[src/rtl/fwd_select_ctrl_if.sv]
// ID-stage hazard/forwarding bus between the pipeline datapath and fwd_select_ctrl.
// The master drives the decoded ID instruction; the slave returns the stall and the EX mux selects.
interface fwd_select_ctrl_if #(
  parameter int REG_AW = 5
);
  logic              id_valid;
  logic [REG_AW-1:0] id_rs;
  logic [REG_AW-1:0] id_rt;
  logic              id_uses_rs;
  logic              id_uses_rt;
  logic [REG_AW-1:0] id_dst;
  logic              id_reg_write;
  logic              id_mem_read;
  logic              flush;
  logic              stall;
  logic [1:0]        fwd_a_sel;
  logic [1:0]        fwd_b_sel;

  modport master (
    output id_valid, id_rs, id_rt, id_uses_rs, id_uses_rt,
           id_dst, id_reg_write, id_mem_read, flush,
    input  stall, fwd_a_sel, fwd_b_sel
  );

  modport slave (
    input  id_valid, id_rs, id_rt, id_uses_rs, id_uses_rt,
           id_dst, id_reg_write, id_mem_read, flush,
    output stall, fwd_a_sel, fwd_b_sel
  );
endinterface

[src/rtl/fwd_select_ctrl.sv]
// MIPS32 forwarding/hazard control: tracks in-flight destinations, computes EX operand-mux
// selects in ID, registers them into EX, and raises a one-cycle load-use stall.
module fwd_select_ctrl #(
  parameter int REG_AW     = 5,
  parameter bit WB1_BYPASS = 1'b1
) (
  input  logic              clk,
  input  logic              rst_n,
  fwd_select_ctrl_if.slave  bus
);

  typedef struct packed {
    logic              valid;
    logic [REG_AW-1:0] dst;
    logic              reg_write;
    logic              mem_read;
  } slot_t;

  localparam slot_t BUBBLE = '{valid: 1'b0, dst: '0, reg_write: 1'b0, mem_read: 1'b0};

  // A producer that is in WB while the consumer is in ID has retired into the WB+1 position
  // once the consumer reaches EX, which is exactly what code 11 bypasses; nothing older matters.
  slot_t ex_q, mem_q, wb_q;
  slot_t ex_d, mem_d, wb_d;

  logic [1:0] fwd_a_sel_q, fwd_b_sel_q;
  logic [1:0] fwd_a_sel_d, fwd_b_sel_d;

  logic hazard_a, hazard_b;
  logic stall;

  function automatic logic slot_writes(slot_t s, logic [REG_AW-1:0] r);
    return s.valid && s.reg_write && (s.dst == r) && (r != '0);
  endfunction

  function automatic logic [1:0] select_for(logic used, logic [REG_AW-1:0] r,
                                            slot_t ex_s, slot_t mem_s, slot_t wb_s);
    logic [1:0] sel;
    sel = 2'b00;
    if (used && (r != '0)) begin
      if (slot_writes(ex_s, r))
        sel = 2'b01;
      else if (slot_writes(mem_s, r))
        sel = 2'b10;
      else if (slot_writes(wb_s, r))
        sel = WB1_BYPASS ? 2'b11 : 2'b00;
    end
    return sel;
  endfunction

  always_comb begin
    hazard_a = 1'b0;
    hazard_b = 1'b0;
    stall    = 1'b0;
    if (ex_q.valid && ex_q.mem_read) begin
      hazard_a = bus.id_uses_rs && slot_writes(ex_q, bus.id_rs);
      hazard_b = bus.id_uses_rt && slot_writes(ex_q, bus.id_rt);
    end
    // A flushed ID instruction is discarded anyway, so it must never hold the front end.
    stall = bus.id_valid && !bus.flush && (hazard_a || hazard_b);
  end

  always_comb begin
    ex_d        = BUBBLE;
    mem_d       = ex_q;
    wb_d        = mem_q;
    fwd_a_sel_d = 2'b00;
    fwd_b_sel_d = 2'b00;
    if (bus.id_valid && !stall && !bus.flush) begin
      ex_d.valid     = 1'b1;
      ex_d.dst       = bus.id_dst;
      ex_d.reg_write = bus.id_reg_write;
      ex_d.mem_read  = bus.id_mem_read;
      fwd_a_sel_d    = select_for(bus.id_uses_rs, bus.id_rs, ex_q, mem_q, wb_q);
      fwd_b_sel_d    = select_for(bus.id_uses_rt, bus.id_rt, ex_q, mem_q, wb_q);
    end
  end

  always_ff @(posedge clk or negedge rst_n) begin
    if (!rst_n) begin
      ex_q        <= BUBBLE;
      mem_q       <= BUBBLE;
      wb_q        <= BUBBLE;
      fwd_a_sel_q <= 2'b00;
      fwd_b_sel_q <= 2'b00;
    end else begin
      ex_q        <= ex_d;
      mem_q       <= mem_d;
      wb_q        <= wb_d;
      fwd_a_sel_q <= fwd_a_sel_d;
      fwd_b_sel_q <= fwd_b_sel_d;
    end
  end

  assign bus.stall     = stall;
  assign bus.fwd_a_sel = fwd_a_sel_q;
  assign bus.fwd_b_sel = fwd_b_sel_q;

endmodule

[src/flat_wrapper.sv]
// flat-port wrapper written by rule: the top's interface ports become plain ports
module fwd_select_ctrl_flat 
#(
  parameter int REG_AW     = 5,
  parameter bit WB1_BYPASS = 1'b1
)
  (clk, rst_n, bus_id_valid, bus_id_rs, bus_id_rt, bus_id_uses_rs, bus_id_uses_rt, bus_id_dst, bus_id_reg_write, bus_id_mem_read, bus_flush, bus_stall, bus_fwd_a_sel, bus_fwd_b_sel);
  fwd_select_ctrl_if #(.REG_AW(REG_AW)) bus_i ();
  input  logic clk;
  input  logic rst_n;
  input wire logic [$bits(bus_i.id_valid)-1:0] bus_id_valid;
  input wire logic [$bits(bus_i.id_rs)-1:0] bus_id_rs;
  input wire logic [$bits(bus_i.id_rt)-1:0] bus_id_rt;
  input wire logic [$bits(bus_i.id_uses_rs)-1:0] bus_id_uses_rs;
  input wire logic [$bits(bus_i.id_uses_rt)-1:0] bus_id_uses_rt;
  input wire logic [$bits(bus_i.id_dst)-1:0] bus_id_dst;
  input wire logic [$bits(bus_i.id_reg_write)-1:0] bus_id_reg_write;
  input wire logic [$bits(bus_i.id_mem_read)-1:0] bus_id_mem_read;
  input wire logic [$bits(bus_i.flush)-1:0] bus_flush;
  output wire logic [$bits(bus_i.stall)-1:0] bus_stall;
  output wire logic [$bits(bus_i.fwd_a_sel)-1:0] bus_fwd_a_sel;
  output wire logic [$bits(bus_i.fwd_b_sel)-1:0] bus_fwd_b_sel;
  assign bus_i.id_valid = bus_id_valid;
  assign bus_i.id_rs = bus_id_rs;
  assign bus_i.id_rt = bus_id_rt;
  assign bus_i.id_uses_rs = bus_id_uses_rs;
  assign bus_i.id_uses_rt = bus_id_uses_rt;
  assign bus_i.id_dst = bus_id_dst;
  assign bus_i.id_reg_write = bus_id_reg_write;
  assign bus_i.id_mem_read = bus_id_mem_read;
  assign bus_i.flush = bus_flush;
  assign bus_stall = bus_i.stall;
  assign bus_fwd_a_sel = bus_i.fwd_a_sel;
  assign bus_fwd_b_sel = bus_i.fwd_b_sel;
  fwd_select_ctrl #(.REG_AW(REG_AW), .WB1_BYPASS(WB1_BYPASS)) u_core (.clk(clk), .rst_n(rst_n), .bus(bus_i));
endmodule
[config.mk]
export PLATFORM = sky130hd
export DESIGN_NAME = fwd_select_ctrl_flat
export DESIGN_NICKNAME = d
export VERILOG_FILES = /design/src/rtl/fwd_select_ctrl_if.sv /design/src/rtl/fwd_select_ctrl.sv /design/src/flat_wrapper.sv
export SDC_FILE = /design/constraint.sdc
export NUM_CORES = 1
export LEC_CHECK = 0
export ABC_AREA = 1
export ABC_CLOCK_PERIOD_IN_PS = 1600
export BUFFER_PORTS_ARGS = -buffer_cell sky130_fd_sc_hd__buf_2
export CORE_AREA = 3 3 71 73
export DETAILED_ROUTE_END_ITERATION = 12
export DIE_AREA = 0 0 74 76
export PLACE_DENSITY = 0.54
export SLEW_MARGIN = 10
export SYNTH_ARGS = -nofsm -noshare
export SYNTH_HDL_FRONTEND = slang
export SYNTH_SLANG_ARGS = --single-unit
[constraint.sdc]
create_clock -name clk -period 1.6 [get_ports clk]
set_input_delay 0.08 -clock clk [delete_from_list [all_inputs] [get_ports clk]]
set_output_delay 0.08 -clock clk [all_outputs]
set_load 0.02 [all_outputs]
# Word-level counts from Yosys, hierarchy flattened
# Index checks and enable logic that the tools add are counted.
word_totals:
  elab_cells: 60
  out_inout_bits: 5
  in_bits: 23
  ff_bits: 26
op_classes:
  reduce_logical: 29
  n_mux: 13
  eq_ne: 6
op_table:
  columns: ["cell", "count"]
  rows:
  - ["equality test 5 bit", 6]
  - ["logical AND 1 bit", 24]
  - ["two-way mux 2 bit", 10]
  - ["nonzero test 5 bit", 2]
  - ["two-way mux 8 bit", 1]
  - ["zero test 1 bit", 2]
  - ["two-way mux 1 bit", 2]
  - ["logical OR 1 bit", 1]

# Logic depth before layout (Yosys ltp)
logic_depth:
  depth_word: 11
  ltp_mapped: 11
  mapped_depth_nobuf: 11

# Worst setup path after synthesis
# Ideal clock, no wire load.
synth_path:
  kind: "flip-flop to output port"
  start: "register u_core.ex_q[4] (netlist name)"
  end: "output port bus_stall"
  path_buffers: 0
  path_stages_with_launch: 8
  setup_slack_ps: 297
  t_required_ps: 1520
  t_arrival_ps: 1223
  path_cell_list: "dfrtp_1 inv_1 nand2_1 nand2_1 nand3_1 nor2_2 nand4_2 a21oi_1"
synth_between:
  elab_chain_len: 7
  elab_cells_between_ends: 12
  classes_between: "eq/ne (2); mux (2); reduce/logical (8)"
synth_rtl:
  columns: ["element", "line_no", "rtl"]
  rows:
  - ["start: declaration", "fwd_select_ctrl.sv:23", "slot_t ex_q, mem_q, wb_q;"]
  - ["start signal: assignment", "fwd_select_ctrl.sv:81", "ex_q <= BUBBLE;"]
  - ["start signal: assignment", "fwd_select_ctrl.sv:87", "ex_q <= ex_d;"]
  - ["equality test 5 bit", "fwd_select_ctrl.sv:33", "return s.valid && s.reg_write && (s.dst == r) && (r != '0);"]
  - ["logical AND 1 bit (2 in series)", "fwd_select_ctrl.sv:33", null]
  - ["logical AND 1 bit (on tied branches)", "fwd_select_ctrl.sv:56, fwd_select_ctrl.sv:57", null]
  - ["two-way mux 1 bit", "fwd_select_ctrl.sv:55", "if (ex_q.valid && ex_q.mem_read) begin"]
  - ["logical OR 1 bit (*)", "fwd_select_ctrl.sv:60", "stall = bus.id_valid && !bus.flush && (hazard_a || hazard_b);"]
  - ["logical AND 1 bit (*)", "fwd_select_ctrl.sv:60", null]
  - ["end: declaration", "flat_wrapper.sv:20", "output wire logic [$bits(bus_i.stall)-1:0] bus_stall;"]
# Mark *: on every way between the ends. The rest lies on a longest branch, timed or not.

# Worst setup path in the final report
layout_path:
  start: "register u_core.ex_q[5] (netlist name)"
  end: "output port bus_stall"
# The elaborated chain is that of the path after synthesis.

==> flow_results.org <==
** Global routing
- Global routing used between 10% and 20% of the available tracks.
- Summed over all layers, the global routing overflow is 0.
- The first global-routing pass estimated just under 6000 um of wire.
- The initial antenna violation count was 0.
- Number of global-route vias before repair :: 1322
- Entering global routing, the biggest net connects 27 pins.

** Placement
- After detailed placement, the design holds a cell count of roughly 300.
- The congestion estimate from routability-driven global placement came to ~0.82.
- Port Buffers :: 27
- HPWL reported at the end of detailed placement :: 2730 um
- In this run the cell area measured after placement is roughly 1700 um^2.

** STA
- Final setup violation count :: 0
- Clock skew :: ~0.0051 ns
- Measured against its own limit, the worst slew margin works out to 61.0%.
- The number of failing hold endpoints at the final stage is 0.
- At the pin with the least slew margin, the transition time is 0.585 ns.
- The number of max-slew violations in the final report came to 0.
- For this run, the top clock speed supported by timing is around 630 MHz.
- Aggregate negative setup slack :: 0 ns
- Post-route clock period utilization :: a little over nine tenths
- After layout, the minimum clock period comes to around 1.6 ns.
- Setup repair after global routing could not meet its margin everywhere.

** Critical path
- Worst R2R Setup Slack :: roughly 0.15 ns
- Crit. Startpoint :: u_core.ex_q[5]
- Slowest Stage Delay on Critical Path :: approximately 0.46 ns
- Nature of the critical path startpoint :: flip-flop
- The signal on the critical path passes through a21oi_2, nand2_2, nor2_4, nand4_4, a21oi_2, buf_6.
- Worst-path fanout max :: 4
- Data required time of the critical path :: around 1.5 ns
- Worst setup EP type :: output pin
- Reg-to-reg critical path startpoint :: u_core.ex_q[5]
- In this design, the critical path's most frequently occurring cell is sky130_fd_sc_hd__a21oi_2.
- Library cell contributing the largest single delay on the critical path :: sky130_fd_sc_hd__dfrtp_2
- Data arrives at the worst endpoint at ~1.5 ns.
- By startpoint and endpoint, the worst setup path is classified as reg -> out.

** Final layout
- Most common library cell in the layout ignoring fill and taps :: sky130_fd_sc_hd__nand2_1
- Commonest non-fill, non-tap cells in the layout :: sky130_fd_sc_hd__nand2_1 (92), sky130_fd_sc_hd__inv_1 (30), sky130_fd_sc_hd__buf_2 (26)
- Signed area change from the synthesized netlist to the final layout :: 24.5%
- Sequential Area :: 652 um^2
- Finished layout cell area :: about 1900 um^2
- Cells with a size suffix above 1 make up between 20 and 30% of the layout.
- Inserted Diodes :: 0
- Final net count :: 280
- Fill cells in the final layout number approximately 490.
- Cells fill between 40% and 50% of the core in the end.
- Final cell count without fillers :: between 300 and 400
- Multi-input logic area :: approximately 770 um^2

** Yosys
- Ranked by total cell area, the synthesized netlist is headed by sky130_fd_sc_hd__dfrtp_1 (43%), sky130_fd_sc_hd__nand2_1 (23%), sky130_fd_sc_hd__inv_1 (7.7%).
- Of the post-synthesis cell area, the dominant cell type holds roughly 43%.
- Synthesized net count :: ~240
- The mapped netlist covers 1520 um^2.
- Averaged over all synthesized cells, the footprint is about 7 um^2.
- Post-synthesis simple-gate area fraction :: about 41%
- In the synthesized netlist, mux cells make up 0% of the area.
- Syn. warnings :: 0
- Leading area contributor after synthesis :: sky130_fd_sc_hd__dfrtp_1
- Unique cell type count in the Yosys netlist :: 18
- For this run, the register share of the synthesized area comes to a little over two fifths.
- Number of cells produced by synthesis :: between 200 and 250
- The synthesized design contains 26 register bits.
- After Yosys synthesis, full adders, half adders and majority gates account for 0% of the synthesized area.
- Fraction of the mapped netlist area in compound gates :: 1.98%
- Of the total synthesized cell area, the portion taken by XOR and XNOR cells is ~2.9%.
- Dominant combinational cell family by area after synthesis :: simple AND/OR/NAND/NOR gates

** Clock network
- Clock tree synthesis found a total of 26 sinks.
- CTS root buffer :: sky130_fd_sc_hd__clkbuf_8
- Skew-Pair Late Insertion Delay :: around 0.27 ns
- TritonCTS created 3 clock buffers.
- TritonCTS built the clock tree.
- The longest clock path from root to sink contains 2 buffers.
- CTS built an H-tree with a depth of 1.
- After clock tree synthesis, the clock-pin slew on the worst setup and hold paths is 0.09 ns.

** Route
- Using the TritonRoute via totals, the vias-per-cell ratio works out to about 4.4.
- For this run, design rule violations remaining after detail routing come to 0.
- Wires add up to 3470 um.
- After detailed routing, the average wire length per cell comes to between 10 and 15 um.
- In this run, the number of DRC markers left after iteration 0 of detailed routing was 76.
- Vias after detailed routing :: 1350
- Count of antenna-violating nets left after detailed routing :: 0
- First-pass detailed-route iteration total :: 4

** Power and ir drop
- LEAKAGE :: approximately 0.0010 uW
- After layout, the design draws a total of 1450 uW.
- In this run the power density over the cells is between 700 and 800 nW/um^2.
- IR analysis of the VDD net gives a maximum drop of 0.320 mV.

** Hold path
- The startpoint identified for the worst hold timing path is bus_id_mem_read.
- The tightest min-delay check is of the in -> reg type.

** Floorplanning
- Once the floorplan was initialized, standard cells occupied 34.4% of the core.
- Total die area :: approximately 5600 um^2
- The floorplan step set the die width to approximately 74 um.
- # IOs :: 28
- The initialized floorplan defines 24 standard-cell rows.
- The floorplan step set the die height to ~76 um.
- Area of the core :: 4410 um^2

** Run
- Reported max-cap violation count :: 0

** Status
- Result of the run :: finished, final reports clean
## report_power, final
group	internal, uW	switching (uW)
Combinational	77.1	133
Sequential	679	18.2
Clock	335	213
## synth_stat cells
cell                       count
sky130_fd_sc_hd__nand2_1      94
sky130_fd_sc_hd__inv_1        31
sky130_fd_sc_hd__dfrtp_1      26
sky130_fd_sc_hd__nor2_1       20
sky130_fd_sc_hd__nor2_2       14
sky130_fd_sc_hd__inv_2         9
sky130_fd_sc_hd__xnor2_1       5
sky130_fd_sc_hd__a21oi_1       4
sky130_fd_sc_hd__nand3_1       3
sky130_fd_sc_hd__nand3_2       3
sky130_fd_sc_hd__nand2_2       2
sky130_fd_sc_hd__nand4_1       2
sky130_fd_sc_hd__nand4_2       2
sky130_fd_sc_hd__o21ai_0       2
sky130_fd_sc_hd__buf_6         1
sky130_fd_sc_hd__clkinv_1      1
sky130_fd_sc_hd__nand3b_1      1
sky130_fd_sc_hd__nor2_4        1
## worst max-delay path, delay by kind of cell, from the launching register on
| kind | cells | cell delay, ns |
|---|---|---|
| AND/OR/NAND/NOR | 3 | 0.33 |
| AO/OA/AOI/OAI | 2 | 0.32 |
| buffers and inverters | 1 | 0.13 |
| flip-flops | 1 | 0.46 |
## final timing paths
| check | endpoint | cells past startpoint |
|---|---|---|
| setup / recovery | bus_stall | 6 |
| hold / removal | u_core.ex_q[0] | 3 |
| setup reg to reg | u_core.bus.fwd_a_sel[1] | 7 |
| hold reg to reg | u_core.wb_q[1] | 0 |
| max in group asynchronous | u_core.ex_q[5] | 2 |
| min in group asynchronous | u_core.ex_q[0] | 2 |
## routing by layer
layer | routed length, um | up-vias | track usage, % | part of all wire (%)
met3 | 123 | 2 | 2.11 | 3.5
met5 | 0 | - | 0 | 0
met4 | 36 | 0 | 3.80 | 1.0
li1 | - | 717 | - | -
met1 | 1710 | 610 | 19.8 | 49
met2 | 1590 | 21 | 19.8 | 46
## logic make-up (layout without fill, tap and decap cells)
| kind of cell | after synthesis | in the layout |
|---|---|---|
| flops | 26 | 26 |
| xor+xnor | 5 | 5 |
| buf+inv | 42 | 77 |
| compound gates | 6 | 6 |
| simple gates | 142 | 142 |
## cell type report
class / instances / share of cell area (%)
clock inverter: 1 / 1.59
sequential: 26 / 34.5
timing repair buffer: 32 / 9.59
inverter: 41 / 8.13
tap: 52 / 3.44
clock buffer: 3 / 2.18
multi-input combinational: 153 / 40.6
## through the flow
stage / setup WS (ns) / hold slack [ns]
5_1_grt: -0.0789 / 0.0141
2_1_floorplan: 0.297 / -0.216
3_3_place_gp: 0.165 / 0.125
6_report: 0.0172 / 0.0113
3_5_place_dp: 0.166 / 0.128
4_1_cts: -0.0432 / 0.00936
## registers in the layout (all words and copies together) (netlist names)
register              flops
u_core.bus.fwd_b_sel      2
u_core.mem_q              7
u_core.bus.fwd_a_sel      2
u_core.ex_q               8
u_core.wb_q               7
## timing repair
action | CTS | global route
cloned | 0 | 0
endpoints found under the setup margin | 1 | 4
pin swaps | 1 | 8
endpoints found under the hold margin | 26 | 0
hold buffers | 1 | 0
resized for setup | 2 | 15
setup buffers | 0 | 4
No activity file was read; power rests on OpenSTA's default activity.
